--- src/rtl/vga_timing_pkg.sv ---
// Default 640x480 @ 60 Hz raster geometry shared by the VGA timing block.
package vga_timing_pkg;

    // Width of the x/y coordinate counters
    localparam int COORD_W = 10;

    // Horizontal timing in pixels
    localparam int H_ACTIVE = 640;
    localparam int H_FP     = 16;
    localparam int H_SYNC   = 96;
    localparam int H_BP     = 48;
    localparam int H_TOTAL  = H_ACTIVE + H_FP + H_SYNC + H_BP;

    // Vertical timing in lines
    localparam int V_ACTIVE = 480;
    localparam int V_FP     = 10;
    localparam int V_SYNC   = 2;
    localparam int V_BP     = 33;
    localparam int V_TOTAL  = V_ACTIVE + V_FP + V_SYNC + V_BP;

    // Sync pulse windows, inclusive on both ends
    localparam int H_SYNC_START = H_ACTIVE + H_FP;
    localparam int H_SYNC_END   = H_SYNC_START + H_SYNC - 1;
    localparam int V_SYNC_START = V_ACTIVE + V_FP;
    localparam int V_SYNC_END   = V_SYNC_START + V_SYNC - 1;

    // System clocks per pixel
    localparam int CLK_DIV = 2;

endpackage

--- src/rtl/vga_timing_gen_pixel_tick_gen.sv ---
// Pixel-enable divider: adv is high on the last system clock of every pixel.
module pixel_tick_gen #(
    parameter int CLK_DIV = 2
) (
    input  logic clk,
    input  logic reset,
    output logic adv
);

    localparam int DIV_W = (CLK_DIV > 1) ? $clog2(CLK_DIV) : 1;
    localparam logic [DIV_W-1:0] DIV_LAST = DIV_W'(CLK_DIV - 1);
    localparam logic [DIV_W-1:0] DIV_ZERO = {DIV_W{1'b0}};
    localparam logic [DIV_W-1:0] DIV_ONE  = DIV_W'(1);

    if (CLK_DIV < 1) begin : g_bad_clk_div
        $error("pixel_tick_gen: CLK_DIV must be at least 1");
    end

    logic [DIV_W-1:0] div_cnt_r;

    // With CLK_DIV of 1 the counter sits at zero and adv is permanently high
    assign adv = (div_cnt_r == DIV_LAST);

    // Divider counting 0..CLK_DIV-1 and wrapping on adv
    always_ff @(posedge clk or posedge reset) begin
        if (reset) begin
            div_cnt_r <= DIV_ZERO;
        end else if (adv) begin
            div_cnt_r <= DIV_ZERO;
        end else begin
            div_cnt_r <= div_cnt_r + DIV_ONE;
        end
    end

endmodule

--- src/rtl/vga_timing_gen.sv ---
// VGA raster timing: x/y counters plus sync/blank decode, all registered on
// the pixel-advance edge so every output moves together with x/y.
module vga_timing_gen #(
    parameter int H_ACTIVE = vga_timing_pkg::H_ACTIVE,
    parameter int H_FP     = vga_timing_pkg::H_FP,
    parameter int H_SYNC   = vga_timing_pkg::H_SYNC,
    parameter int H_BP     = vga_timing_pkg::H_BP,
    parameter int V_ACTIVE = vga_timing_pkg::V_ACTIVE,
    parameter int V_FP     = vga_timing_pkg::V_FP,
    parameter int V_SYNC   = vga_timing_pkg::V_SYNC,
    parameter int V_BP     = vga_timing_pkg::V_BP,
    parameter int CLK_DIV  = vga_timing_pkg::CLK_DIV
) (
    input  logic                                clk,
    input  logic                                reset,
    output logic [vga_timing_pkg::COORD_W-1:0]  x,
    output logic [vga_timing_pkg::COORD_W-1:0]  y,
    output logic                                hsync,
    output logic                                vsync,
    output logic                                video_on,
    output logic                                pix_tick,
    output logic                                frame_start
);

    localparam int CW       = vga_timing_pkg::COORD_W;
    localparam int H_TOTAL  = H_ACTIVE + H_FP + H_SYNC + H_BP;
    localparam int V_TOTAL  = V_ACTIVE + V_FP + V_SYNC + V_BP;
    localparam int HS_START = H_ACTIVE + H_FP;
    localparam int HS_END   = HS_START + H_SYNC - 1;
    localparam int VS_START = V_ACTIVE + V_FP;
    localparam int VS_END   = VS_START + V_SYNC - 1;

    localparam logic [CW-1:0] C_ZERO     = {CW{1'b0}};
    localparam logic [CW-1:0] C_ONE      = CW'(1);
    localparam logic [CW-1:0] C_H_LAST   = CW'(H_TOTAL - 1);
    localparam logic [CW-1:0] C_V_LAST   = CW'(V_TOTAL - 1);
    localparam logic [CW-1:0] C_H_ACTIVE = CW'(H_ACTIVE);
    localparam logic [CW-1:0] C_V_ACTIVE = CW'(V_ACTIVE);
    localparam logic [CW-1:0] C_HS_START = CW'(HS_START);
    localparam logic [CW-1:0] C_HS_END   = CW'(HS_END);
    localparam logic [CW-1:0] C_VS_START = CW'(VS_START);
    localparam logic [CW-1:0] C_VS_END   = CW'(VS_END);

    // Every derived count must fit the 10-bit coordinate counters
    if (H_TOTAL >= 1024 || V_TOTAL >= 1024) begin : g_bad_geometry
        $error("vga_timing_gen: H_TOTAL and V_TOTAL must be below 1024");
    end

    logic          adv_s;
    logic [CW-1:0] h_cnt_r;
    logic [CW-1:0] v_cnt_r;
    logic [CW-1:0] h_nxt_s;
    logic [CW-1:0] v_nxt_s;
    logic          hsync_nxt_s;
    logic          vsync_nxt_s;
    logic          video_on_nxt_s;
    logic          frame_start_nxt_s;
    logic          hsync_r;
    logic          vsync_r;
    logic          video_on_r;
    logic          frame_start_r;
    logic          pix_tick_r;

    pixel_tick_gen #(
        .CLK_DIV (CLK_DIV)
    ) u_pixel_tick_gen (
        .clk   (clk),
        .reset (reset),
        .adv   (adv_s)
    );

    // Next raster position: h wraps at end of line, v steps only on that wrap
    always_comb begin
        h_nxt_s = h_cnt_r;
        v_nxt_s = v_cnt_r;
        if (h_cnt_r == C_H_LAST) begin
            h_nxt_s = C_ZERO;
            if (v_cnt_r == C_V_LAST) begin
                v_nxt_s = C_ZERO;
            end else begin
                v_nxt_s = v_cnt_r + C_ONE;
            end
        end else begin
            h_nxt_s = h_cnt_r + C_ONE;
        end
    end

    // Decode from the next position so the registered flags line up with x/y
    always_comb begin
        hsync_nxt_s       = ~((h_nxt_s >= C_HS_START) && (h_nxt_s <= C_HS_END));
        vsync_nxt_s       = ~((v_nxt_s >= C_VS_START) && (v_nxt_s <= C_VS_END));
        video_on_nxt_s    = (h_nxt_s < C_H_ACTIVE) && (v_nxt_s < C_V_ACTIVE);
        frame_start_nxt_s = (h_nxt_s == C_ZERO) && (v_nxt_s == C_ZERO);
    end

    // Raster counters and decoded flags; reset parks on the last position
    always_ff @(posedge clk or posedge reset) begin
        if (reset) begin
            h_cnt_r       <= C_H_LAST;
            v_cnt_r       <= C_V_LAST;
            hsync_r       <= 1'b1;
            vsync_r       <= 1'b1;
            video_on_r    <= 1'b0;
            frame_start_r <= 1'b0;
        end else if (adv_s) begin
            h_cnt_r       <= h_nxt_s;
            v_cnt_r       <= v_nxt_s;
            hsync_r       <= hsync_nxt_s;
            vsync_r       <= vsync_nxt_s;
            video_on_r    <= video_on_nxt_s;
            frame_start_r <= frame_start_nxt_s;
        end
    end

    // One-clk strobe marking the first clock of each new pixel
    always_ff @(posedge clk or posedge reset) begin
        if (reset) begin
            pix_tick_r <= 1'b0;
        end else begin
            pix_tick_r <= adv_s;
        end
    end

    assign x           = h_cnt_r;
    assign y           = v_cnt_r;
    assign hsync       = hsync_r;
    assign vsync       = vsync_r;
    assign video_on    = video_on_r;
    assign pix_tick    = pix_tick_r;
    assign frame_start = frame_start_r;

endmodule

--- config.mk ---
export PLATFORM = sky130hd
export DESIGN_NAME = vga_timing_gen
export DESIGN_NICKNAME = d
export VERILOG_FILES = /design/src/rtl/vga_timing_pkg.sv /design/src/rtl/vga_timing_gen_pixel_tick_gen.sv /design/src/rtl/vga_timing_gen.sv
export SDC_FILE = /design/constraint.sdc
export NUM_CORES = 1
export LEC_CHECK = 0
export ABC_CLOCK_PERIOD_IN_PS = 3000
export CAP_MARGIN = 20
export CORE_ASPECT_RATIO = 1.5
export CORE_MARGIN = 3
export CORE_UTILIZATION = 52
export DETAILED_ROUTE_END_ITERATION = 12
export PLACE_DENSITY_LB_ADDON = 0.12
export SETUP_SLACK_MARGIN = 0.3
export SYNTH_ARGS = -nofsm -noshare
export SYNTH_HDL_FRONTEND = slang
export SYNTH_SLANG_ARGS = --single-unit
--- constraint.sdc ---
create_clock -name clk -period 3 [get_ports clk]
set_input_delay 0.3 -clock clk [delete_from_list [all_inputs] [get_ports clk]]
set_output_delay 0.3 -clock clk [all_outputs]
set_load 0.05 [all_outputs]
* Word level (Yosys, flattened, before mapping)
Cells that the tools add are included.
Word-level totals: register bits after elaboration 26, bits in latches 0, RAM bits 0, bits in read-only memories 0, input bits 2, word-level logic and storage cells 31, memories kept 0
Operators by class: add/sub/neg operators 3, $mul 0, divide/modulo/power cells 0, order comparisons 6, equality and inequality tests 2, shift-type cells 0, mux-type cells 4, bitwise operators 2, reductions and logical operators 6
Operators with widths (count):
- two-way mux 10 bit | 3
- adder 10 x 1 -> 10 bit, second input constant | 2
- == test 10 bit, second input constant | 2
- logical NOT 10 bit | 2
- >= comparator 10 bit, second input constant | 1
- >= comparator 10 x 9 -> 1 bit, second input constant | 1
- less-or-equal comparator 10 bit, second input constant | 1
- less-or-equal comparator 10 x 9 -> 1 bit, second input constant | 1
- less-than comparator 10 bit, second input constant | 1
- less-than comparator 10 x 9 -> 1 bit, second input constant | 1
- logical AND 1 bit | 4
- NOT 1 bit | 2
- adder 1 bit, second input constant | 1
- two-way mux 1 bit | 1

* Logic depth before layout (Yosys ltp)
Gate-level depths: netlist of the first run.
depth in word-level cells 6, gate-level depth with buffers 8, gate-level depth less buffers 8

* Cells and area by module
Synthesis of the first run repeated with hierarchy kept, for this count alone.
Second synthesis, totals: cells, all modules 198, area, all modules 1781.7 sq um
Modules (own cells, without submodules):
- vga_timing_gen | instances 1, cells an instance 195, area each 1749.2 sq um, sequential area each 640.6 sq um
- pixel_tick_gen | instances 1, cells an instance 3, area each 32.5 sq um, sequential area each 25.0 sq um

* Worst setup path before layout of the first run
No wires, ideal clock.
kind reg2reg, start reg h_cnt_r[1], in the netlist x[1], end reg frame_start_r, in the netlist frame_start, setup time 0.095 ns, data arrival time 2.614 ns, data required time 2.905 ns, path slack 0.290 ns, cell stages (with the launch flop) 8, path buffers 0, period minus slack after synthesis 2.710 ns, path through dfstp_2 ha_1 nand4b_1 nor4_2 o21ai_0 o32a_1 or4_4 o32ai_2
Between the ends: longest elaborated chain between the ends 4, elaborated cells between the ends (all ways) 7, classes of those cells add/sub: 1; eq/ne: 1; mux: 2; reduce/logical: 3
RTL lines:
- start, declared | RTL line vga_timing_gen.sv:50 | logic [CW-1:0] h_cnt_r;
- start signal, assigned | RTL line vga_timing_gen.sv:106 | h_cnt_r <= h_nxt_s;
- adder 10 x 1 -> 10 bit or == test 10 bit (tied branches) | RTL line vga_timing_gen.sv:84, vga_timing_gen.sv:76
- two-way mux 10 bit | RTL line vga_timing_gen.sv:76 | if (h_cnt_r == C_H_LAST) begin
- logical NOT 10 bit | RTL line vga_timing_gen.sv:93 | frame_start_nxt_s = (h_nxt_s == C_ZERO) && (v_nxt_s == C_ZERO);
- logical AND 1 bit (*) | RTL line vga_timing_gen.sv:93
- end signal, assigned | RTL line vga_timing_gen.sv:111 | frame_start_r <= frame_start_nxt_s;
- end, declared | RTL line vga_timing_gen.sv:61 | logic frame_start_r;
Mark *: on every way between the ends. The rest lies on a longest branch, timed or not. A chain may end at the register's enable or synchronous reset.

* Worst setup path after layout of the first run
Ends and elaborated chain as after synthesis.

==> results of run 1 <==
## state kept, by name, summed over array words and instances (netlist names)
name	count
pix_tick	1
y	10
x	10
frame_start	1
u_pixel_tick_gen.adv	1
hsync	1
video_on	1
vsync	1
## per-layer routing
metal  vias up  track usage (%)
met5         -                0
met1       774             29.4
met4         0             13.8
met3        20             2.14
li1        756                -
met2        65             42.2
## through the flow
step                hold slack (ns)  area (um2)  util (%)  setup WS (ns)  power [mW]
finish                        0.209        2260      71.5          0.340       0.594
global route                  0.214        2260      71.5          0.262       0.616
CTS                           0.492        2110      66.9          0.302       0.597
floorplan                     0.331        1750         -          0.302       0.362
detailed placement            0.479        2040      64.4          0.236       0.366
global placement              0.480        2040      64.4          0.295       0.365
## synthesized netlist by cell type, drive strengths merged, types with 3 or more instances
master,n
a211oi,3
a21o,3
a21oi,3
a31oi,3
buf,5
clkbuf,5
dfrtp,14
dfstp,12
ha,4
inv,9
nand2,17
nand3,10
nand4,6
nor2,20
nor3,6
nor4,8
o21ai,13
or3,3
or4,4
xnor2,10
xor2,8
## cell type report
class                      instances  area [um2]  share of cell area [%]
clock buffer                       4        55.1                    2.44
inverter                           9        33.8                    1.50
multi-input combinational        145        1030                    45.5
sequential                        26         673                    29.8
tap                               40        50.0                    2.22
timing repair buffer              44         419                    18.6
## worst min path at each step
stage / start / endpoint / cells after the start
2_1_floorplan: reset / frame_start / 1
3_3_place_gp: vsync / vsync / 2
3_5_place_dp: vsync / vsync / 2
4_1_cts: vsync / vsync / 2
5_1_grt: reset / u_pixel_tick_gen.adv / 2
6_report: reset / u_pixel_tick_gen.adv / 2
## cells by family (layout without fill, tap and decap cells)
group | Yosys count | count (layout) | share of synthesized area, %
simple gates | 88 | 88 | 29.8
compound gates | 33 | 33 | 12.6
xor+xnor | 18 | 18 | 9.10
mux | 2 | 2 | 1.30
fa+ha+maj | 4 | 4 | 2.89
flops | 26 | 26 | 38.4
buf+inv | 19 | 57 | 5.85
## where the power goes
part / leakage (nW) / internal [mW] / total [mW] / switching (mW)
Clock: 0.0288 / 0.118 / 0.231 / 0.113
Combinational: 0.537 / 0.00486 / 0.0123 / 0.00743
Sequential: 0.314 / 0.351 / 0.351 / 0
Total: 0.880 / 0.473 / 0.594 / 0.121
## worst max-delay path, delay by kind of cell (launching register included)
kind                       cells  cell delay, ns
adders and majority gates      1            0.15
buffers and inverters          1            0.18
and+or+nand+nor                4            1.28
DFF                            1            0.66
AOI/OAI and AO/OA              2            0.30
## repair_timing
action                                  4_1_cts  5_1_grt
endpoints found under the hold margin         0        0
endpoints found under the setup margin        1        3
gates resized for setup                       4        8
pin swaps                                     1        9
buffers inserted                              1       10
==> impl_metrics.csv, run 1 <==
group,metric,value,unit
layout,mostFrequentLayoutCell,"clkdlybuf4s50_1",
placement,gp_congestion,0.974,
synthesis,async_flop_share,100,%
timing,worst_slew_pin_slew,0.510,ns
run_status,status,"complete, no violations",
routing,first_pass_iters,4,
setup_path,crit_chain,"ha_4 > nand4b_1 > buf_4 > or4_4 > nor2_4 > a211oi_2 > or4_4 > o32ai_2",
setup_path,critPathKind,"reg -> reg",
die,start_util,54.8,%
timing,period_share,88.7,%
timing,hold_viol,0,
routing,wl_met2,2.51,mm
grt,grt_pass1_vias,1582,
synthesis,synth_edf_count,0,
layout,syn_to_final_growth,30.4,%
timing,relSlewSlack,65.9,%
synthesis,avgSynthCellArea,9.11,um2
synthesis,yosys_warnings,0,
synthesis,ys_top_cells_by_area,"dfrtp_1 20%, dfstp_2 18%, xnor2_1 5.1%",
routing,wl_met1,1.77,mm
setup_path,crit_end,"frame_start",
grt,grt_max_degree,27,
layout,diodes,0,
cts,cts_buffer_depth,2,
synthesis,ys_ff_latch,26,
timing,max_freq,0.376,GHz
layout,layout-drive-gt1-share,27.2,%
placement,hpwl,3.28,mm
timing,finalSetupViolations,0,
die,die_h,76.7,um
layout,mostFrequentLayoutCells,"26 x clkdlybuf4s50_1, 18 x nor2_1, 17 x nand2_1",
timing,setup_tns,0,ns
routing,topRoutingLayerUsed,"met4",
routing,wl_per_cell,17.3,um
cts,cts_tree,"yes",
synthesis,syn-num-nets,196,
die,dieArea,4070,um2
routing,vias_per_cell,6.03,
pwr,leakagePower,0.880,nW
setup_path,regToRegSetupSlack,0.34,ns
cts,htreeDepth,1,
layout,fin_nets,235,
setup_path,crit_required,3.18,ns
synthesis,synthDistinctLibCells,51,
die,die_width,53.1,um
timing,rsz0062_at_grt,"false",
cts,root_buffer,"clkbuf_8",
placement,port_buffers,26,
cts,cts_hold_buffers,0,
setup_path,path_max_fanout,5,
synthesis,synth_cells,190,
hold_path,min_path_type,"in -> async",
routing,routed-wl-met3,161,um
pwr,p_per_area,263,nW/um2
setup_path,crit_arrival,2.84,ns
cts,clk_latency,0.28,ns
setup_path,crit_slowest_cell,"dfstp_4",
routing,drc,0,
setup_path,r2r_end,"frame_start",
synthesis,synth_area_leader_cell,"dfrtp_1",
placement,dpl.cell_count,252,
grt,grt_pass1_wl,7.55,mm
setup_path,cp_slowest_stage_delay,0.66,ns
synthesis,synth_top_area_share,20.2,%
synthesis,synth_area,1730,um2
pwr,ir_worst_vdd,310,uV
routing,vias,1615,
timing,slew_violations,0,
grt,gr-total-overflow,0,
setup_path,worstSetupEndpointType,"register",
cts,clock_sinks,26,
die,ioPinCount,27,
routing,routed_wl,4.62,mm
routing,drt_iter0_drc,88,
cts,clk_pin_slew,0.09,ns
layout,nFillCells,240,
die,num_rows,25,
grt,grtUsageTotal,24.8,%
timing,finalClockSkew,0.00668,ns
setup_path,critPathLaunchType,"register",
layout,final_cells,268,
setup_path,r2r-start,"x[1]",
synthesis,synth-main-ff-cell,"dfrtp_1",
cts,cts_buffers,3,
routing,antenna_left,0,
setup_path,cp-startpoint,"x[1]",
synthesis,seq_area_frac_synth,38.4,%
grt,antenna_found_initial,0,
setup_path,cp_common_cell,"or4_4",
timing,fin_crit,2.66,ns
run,max_cap_violations,0,
die,core-area,3160,um2
setup_path,reg2reg_depth,8,
No activity file was read; power rests on OpenSTA's default activity.
==> run 2: changes to the inputs <==
--- a/config.mk
+++ b/config.mk
@@ -5,6 +5,7 @@
 export SDC_FILE = /design/constraint.sdc
 export NUM_CORES = 1
 export LEC_CHECK = 0
+export ABC_AREA = 1
 export ABC_CLOCK_PERIOD_IN_PS = 3000
 export CAP_MARGIN = 20
 export CORE_ASPECT_RATIO = 1.5
@@ -13,6 +14,7 @@
 export DETAILED_ROUTE_END_ITERATION = 12
 export PLACE_DENSITY_LB_ADDON = 0.12
 export SETUP_SLACK_MARGIN = 0.3
+export SLEW_MARGIN = 20
 export SYNTH_ARGS = -nofsm -noshare
 export SYNTH_HDL_FRONTEND = slang
 export SYNTH_SLANG_ARGS = --single-unit
==> impl_metrics.csv, run 2 <==
group,metric,value,unit
timing,worst_slew_pin_slew,0.967,ns
grt,grtUsageTotal,23.2,%
grt,grt_max_degree,28,
setup_path,crit_required,3.18,ns
layout,mostFrequentLayoutCells,"81 x nand2_1, 36 x inv_1, 31 x nor2_1",
hold_path,worstHoldPathCells,2,
timing,fin_crit,2.12,ns
setup_path,r2r-start,"x[1]",
pwr,leakagePower,1.09,nW
routing,vias,1943,
grt,grt_pass1_wl,8.28,mm
die,ioPinCount,27,
grt,gr-total-overflow,0,
die,dieArea,4520,um2
hold_path,min-delay-start,"video_on",
pwr,p_total,0.658,mW
setup_path,critPathKind,"reg -> reg",
layout,final_util,65.8,%
setup_path,worstSetupEndpointType,"register",
routing,first_pass_iters,4,
synthesis,avgSynthCellArea,6.77,um2
cts,cts_resized,0,
synthesis,synth_area,1940,um2
layout,layout-drive-gt1-share,15.5,%
layout,fin_nets,317,
routing,vias_per_cell,5.52,
synthesis,synth_edf_count,0,
synthesis,async_flop_share,100,%
setup_path,reg2reg_depth,10,
synthesis,synth_cells,287,
layout,diodes,0,
synthesis,yosysMostFrequentCell,"nand2_1",
timing,finalSetupViolations,0,
synthesis,seq_area_frac_synth,34.3,%
setup_path,r2r_end,"video_on",
die,die_width,55.9,um
synthesis,synthDistinctLibCells,29,
cts,post-cts-setup-buffers,0,
placement,dpl.cell_count,348,
die,start_util,55.8,%
synthesis,yosys_warnings,0,
setup_path,crit_arrival,2.31,ns
synthesis,syn-num-nets,293,
synthesis,synth_top_area_share,18.0,%
setup_path,critPathLaunchType,"register",
synthesis,ys_top_cells_by_area,"dfrtp_1 18%, dfstp_2 16%, nand2_1 16%",
hold_path,min_path_type,"reg -> reg",
placement,gp_congestion,1.01,
placement,port_buffers,26,
timing,setup_tns,0,ns
hold_path,whs_endpoint,"video_on",
pwr,ir_worst_vdd,242,uV
timing,finalClockSkew,0.00499,ns
die,core-area,3480,um2
placement,place_area,2220,um2
layout,finalInstanceArea,2290,um2
synthesis,synth-main-ff-cell,"dfrtp_1",
run,max_cap_violations,0,
die,num_rows,26,
grt,grt_pass1_vias,1852,
placement,hpwl,3.72,mm
pwr,p_per_area,287,nW/um2
timing,hold_viol,0,
layout,syn_to_final_growth,18.0,%
timing,max_freq,0.471,GHz
synthesis,synth_area_leader_cell,"dfrtp_1",
routing,wl_per_cell,13.7,um
cts,clk_pin_slew,0.10,ns
layout,mostFrequentLayoutCell,"nand2_1",
cts,cts_tree,"yes",
timing,rsz0062_at_grt,"false",
cts,cts_buffer_depth,2,
routing,routed_wl,4.83,mm
timing,relSlewSlack,35.5,%
cts,htreeDepth,1,
timing,slew_violations,0,
layout,final_cells,352,
grt,antenna_found_initial,0,
setup_path,regToRegSetupSlack,0.88,ns
cts,clock_sinks,26,
setup_path,path_max_fanout,11,
cts,root_buffer,"clkbuf_8",
routing,antenna_left,0,
cts,clk_latency,0.28,ns
routing,drc,0,
routing,drt_iter0_drc,96,
synthesis,ys_ff_latch,26,
synthesis,synthTopCellsByCount,"81 x nand2_1, 36 x inv_1, 31 x nor2_1",
timing,period_share,70.8,%
die,die_h,80.8,um
cts,cts_hold_buffers,0,
cts,cts_buffers,3,
run_status,status,"complete, no violations",
-- run 2: changes by cell type after synthesis, moves of 10 or more --
cell and delta:
nor2_1 +11, xnor2_1 -10, nand2_1 +64, inv_1 +27, nand3_1 +21
-- run 2: per-stage QoR --
| step | hold slack, ns | setup slack [ns] |
|---|---|---|
| 3_3_place_gp | 0.469 | 0.921 |
| 2_1_floorplan | 0.331 | 1.02 |
| 5_1_grt | 0.527 | 0.642 |
| 6_report | 0.494 | 0.876 |
| 3_5_place_dp | 0.478 | 0.892 |
| 4_1_cts | 0.500 | 0.876 |
-- run 2: cell families after synthesis --
logic type / Yosys count / synth area share, %
and+or+nand+nor: 177 / 43.7
buffers and inverters: 51 / 10.5
xor gates and xnor gates: 2 / 0.902
adders and majority gates: 4 / 2.58
AOI/OAI and AO/OA: 27 / 8.05
DFF: 26 / 34.3
-- run 2: power by group --
group | total (mW) | internal (mW) | leakage (nW) | switching [mW]
Clock | 0.299 | 0.179 | 0.0357 | 0.120
Sequential | 0.351 | 0.351 | 0.312 | 0
Combinational | 0.00775 | 0.00120 | 0.740 | 0.00656
Total | 0.658 | 0.531 | 1.09 | 0.127
-- run 2: cell type report --
type                    instances  area, um2
clock buffers                   3       41.3
clock inverters                 1       30.0
fillers                       317       1190
inverters                      43        161
multi-input cells             210       1070
flip-flops and latches         26        666
well taps                      42       52.6
repair buffers                 27        268
-- run 2: worst max path at each step --
stage / startpoint / to / slack [ns] / depth (start not counted)
after floorplan: x[1] / video_on / 1.02 / 10
after global placement: x[1] / video_on / 0.92 / 10
after detailed placement: x[1] / video_on / 0.89 / 10
after CTS: x[1] / video_on / 0.88 / 10
after global routing: x[1] / vsync / 0.64 / 10
final: x[1] / video_on / 0.88 / 10
-- run 2: worst max-delay path, cell delays in order, from the launching register on --
cell and delay [ns]:
dfstp_2 0.59, ha_1 0.19, nand2_2 0.10, nor2_2 0.13, nand4_2 0.36, o21ai_2 0.32, inv_2 0.05, nor2_2 0.08
nand3_2 0.07, nand3_1 0.09, nand2_1 0.05
-- run 2: metal layers --
layer | share of wire, % | vias up | global-route usage, %
met5 | 0 | - | 0
met4 | 4.0 | 0 | 12.4
met3 | 3.6 | 19 | 1.43
met2 | 53 | 63 | 43.1
met1 | 39 | 909 | 26.6
li1 | - | 952 | -
==> variant: new RTL, flow settings as in run 1 <==
`CLK_DIV` is set to 2 in 2 places; all go to 1.
--- a/src/rtl/vga_timing_pkg.sv
+++ b/src/rtl/vga_timing_pkg.sv
@@ -25,7 +25,7 @@
     localparam int V_SYNC_END   = V_SYNC_START + V_SYNC - 1;
 
     // System clocks per pixel
-    localparam int CLK_DIV = 2;
+    localparam int CLK_DIV = 1;
 
 endpackage
 
--- a/src/rtl/vga_timing_gen_pixel_tick_gen.sv
+++ b/src/rtl/vga_timing_gen_pixel_tick_gen.sv
@@ -1,6 +1,6 @@
 // Pixel-enable divider: adv is high on the last system clock of every pixel.
 module pixel_tick_gen #(
-    parameter int CLK_DIV = 2
+    parameter int CLK_DIV = 1
 ) (
     input  logic clk,
     input  logic reset,
Formal check against the unedited RTL: not equivalent (a bounded check fails within 4 cycles, from zero or initial values and one cycle with reset high).
==> variant against run 1 <==
Sequential cell count shrank 1; worst setup slack gained 0.086 ns; wire length shrank 25%; total power shrank 7.6%; area after synthesis shrank 10%; final cell count shrank 17%; maximum frequency grew 3.3%; first-iteration DRC count shrank 52%; final area shrank 18%; worst hold slack gained 0.32 ns; synthesized cell count shrank 15%; global-route usage shrank 4.6 points; utilization shrank 4.8 points; largest power group unchanged.
==> variant: results (changes against run 1) <==
** Layout
- The count of clock buffers in the final design was 3 (was 4).
- The fraction of cell area in non-clock buffers came to 15.8% (was 18.6%).
- Fraction of layout cells with a size suffix above 1 :: 16.2% (was 27.2%)
- Flip-flop and latch area :: 641 sq um (was 673 sq um)
- The multi-input gate count came to 116 (was 145).
- Number of nets in the finished design :: 192 (was 235)
- The clock network area share was 2.51% (was 2.44%).
- The number of flip-flops and latches came to 25 (was 26).
- Footprint of the multi-input gates :: 781 sq um (was 1030 sq um)

** Pwr
- The power in sequential cells came to 0.338 mW (was 0.351 mW).
- The highest ir drop seen on vdd is 281 uV (was 310 uV).
- The cell-internal power was 0.434 mW (was 0.473 mW).
- The power per standard cell area is 298 nW/um^2 (was 263 nW/um^2).

** Routing
- Met2 Wirelength :: 1940 um (was 2510 um)
- The detailed router's first-iteration violation count came to 42 (was 88).
- Wire length on met1 :: 1380 um (was 1770 um)
- Routed wire length per instance :: 15.6 um (was 17.3 um)

** Critical path
- Slowest cell on crit path :: sky130_fd_sc_hd__or4b_4 (was sky130_fd_sc_hd__dfstp_4)
- Endpoint arrival time on the critical path :: 2.75 ns (was 2.84 ns)
- Max incr delay on CP :: 0.62 ns (was 0.66 ns)
- The largest driver fanout on the critical path came to 11 (was 5).
- Worst reg2reg setup slack :: 0.43 ns (was 0.34 ns)

** Global route
- The first-pass GRT wire length was 5730 um (was 7550 um).
- The met1 track demand over resource was 22.3% (was 29.4%).
- The met3 capacity usage during global routing is 2.25% (was 2.14%).
- Via count of the first global-routing pass :: 1242 (was 1582)

** Place
- RD Place Congestion :: 0.884 (was 0.974)
- The placed wire-length estimate was 2590 um (was 3280 um).

** STA
- Relative slew slack :: 38.2% (was 65.9%)
- The setup skew after layout came to 0.00567 ns (was 0.00668 ns).

** Status
- Result of the run :: complete, no violations (unchanged)

** Synthesis
- Leading cell types by total area after synthesis :: sky130_fd_sc_hd__dfrtp_1 21%, sky130_fd_sc_hd__dfstp_2 20%, sky130_fd_sc_hd__xnor2_1 4.5%, sky130_fd_sc_hd__xor2_1 3.4%, sky130_fd_sc_hd__ha_1 3.2% (was sky130_fd_sc_hd__dfrtp_1 20%, sky130_fd_sc_hd__dfstp_2 18%, sky130_fd_sc_hd__xnor2_1 5.1%, sky130_fd_sc_hd__nor2_1 4.3%, sky130_fd_sc_hd__xor2_1 4.0%)
- The net count after synthesis is 168 (was 196).
- Sequential cell area fraction in the yosys report :: 41.2% (was 38.4%)
- Top cell types by occurrence after synthesis: 13 x sky130_fd_sc_hd__dfrtp_1, 12 x sky130_fd_sc_hd__dfstp_2, 12 x sky130_fd_sc_hd__nor2_1 (was 20 x sky130_fd_sc_hd__nor2_1, 17 x sky130_fd_sc_hd__nand2_1, 14 x sky130_fd_sc_hd__dfrtp_1).
- The synthesized area per cell came to 9.61 sq um (was 9.11 sq um).
[variant: cell count changes in the layout (fill, tap and decap cells not counted), sizes merged, moves of 3 or more]
cell,delta
nand3,-5
and3,+5
nor4,-7
nor2,-8
buf,-14
or4,-3
nor3b,+3
a21oi,+3
nand4,-3
o21ai,-4
nand2,-7
[variant: worst paths after layout]
kind	end	start	cells past startpoint
worst min-delay path	video_on$_DFF_PP0_	reset	2
worst max register to register	video_on$_DFF_PP0_	x[5]$_DFF_PP0_	6
worst min register to register	x[0]$_DFF_PP1_	x[0]$_DFF_PP1_	1
max in group asynchronous	y[7]$_DFF_PP0_	reset	2
worst max-delay path	video_on$_DFF_PP0_	x[5]$_DFF_PP0_	6
min in group clk	x[0]$_DFF_PP1_	x[0]$_DFF_PP1_	1
[variant: cell families after synthesis]
| family | Yosys count | share of synthesized area (%) |
|---|---|---|
| buffers and inverters | 21 | 9.08 |
| XOR/XNOR | 14 | 7.88 |
| flip-flops | 25 | 41.2 |
| other | 1 | 0.241 |
| multiplexers | 1 | 0.723 |
| AO/OA/AOI/OAI | 34 | 13.9 |
| AND/OR/NAND/NOR | 62 | 23.8 |
| adder cells (fa/ha/maj) | 4 | 3.22 |
[variant: metrics by stage]
step | hold slack (ns) | total power, mW | instances | worst slack [ns]
after floorplan | 0.318 | 0.352 | 162 | 0.354
after global placement | 0.515 | 0.356 | 216 | 0.378
after detailed placement | 0.528 | 0.357 | 216 | 0.352
after CTS | 0.550 | 0.557 | 220 | 0.332
after global routing | 0.583 | 0.571 | 222 | 0.263
final | 0.526 | 0.549 | 222 | 0.426
[variant: what timing repair did]
action | 4_1_cts | 5_1_grt
setup buffers | 0 | 2
endpoints found under the setup margin | 0 | 2
gates resized for setup | 0 | 1
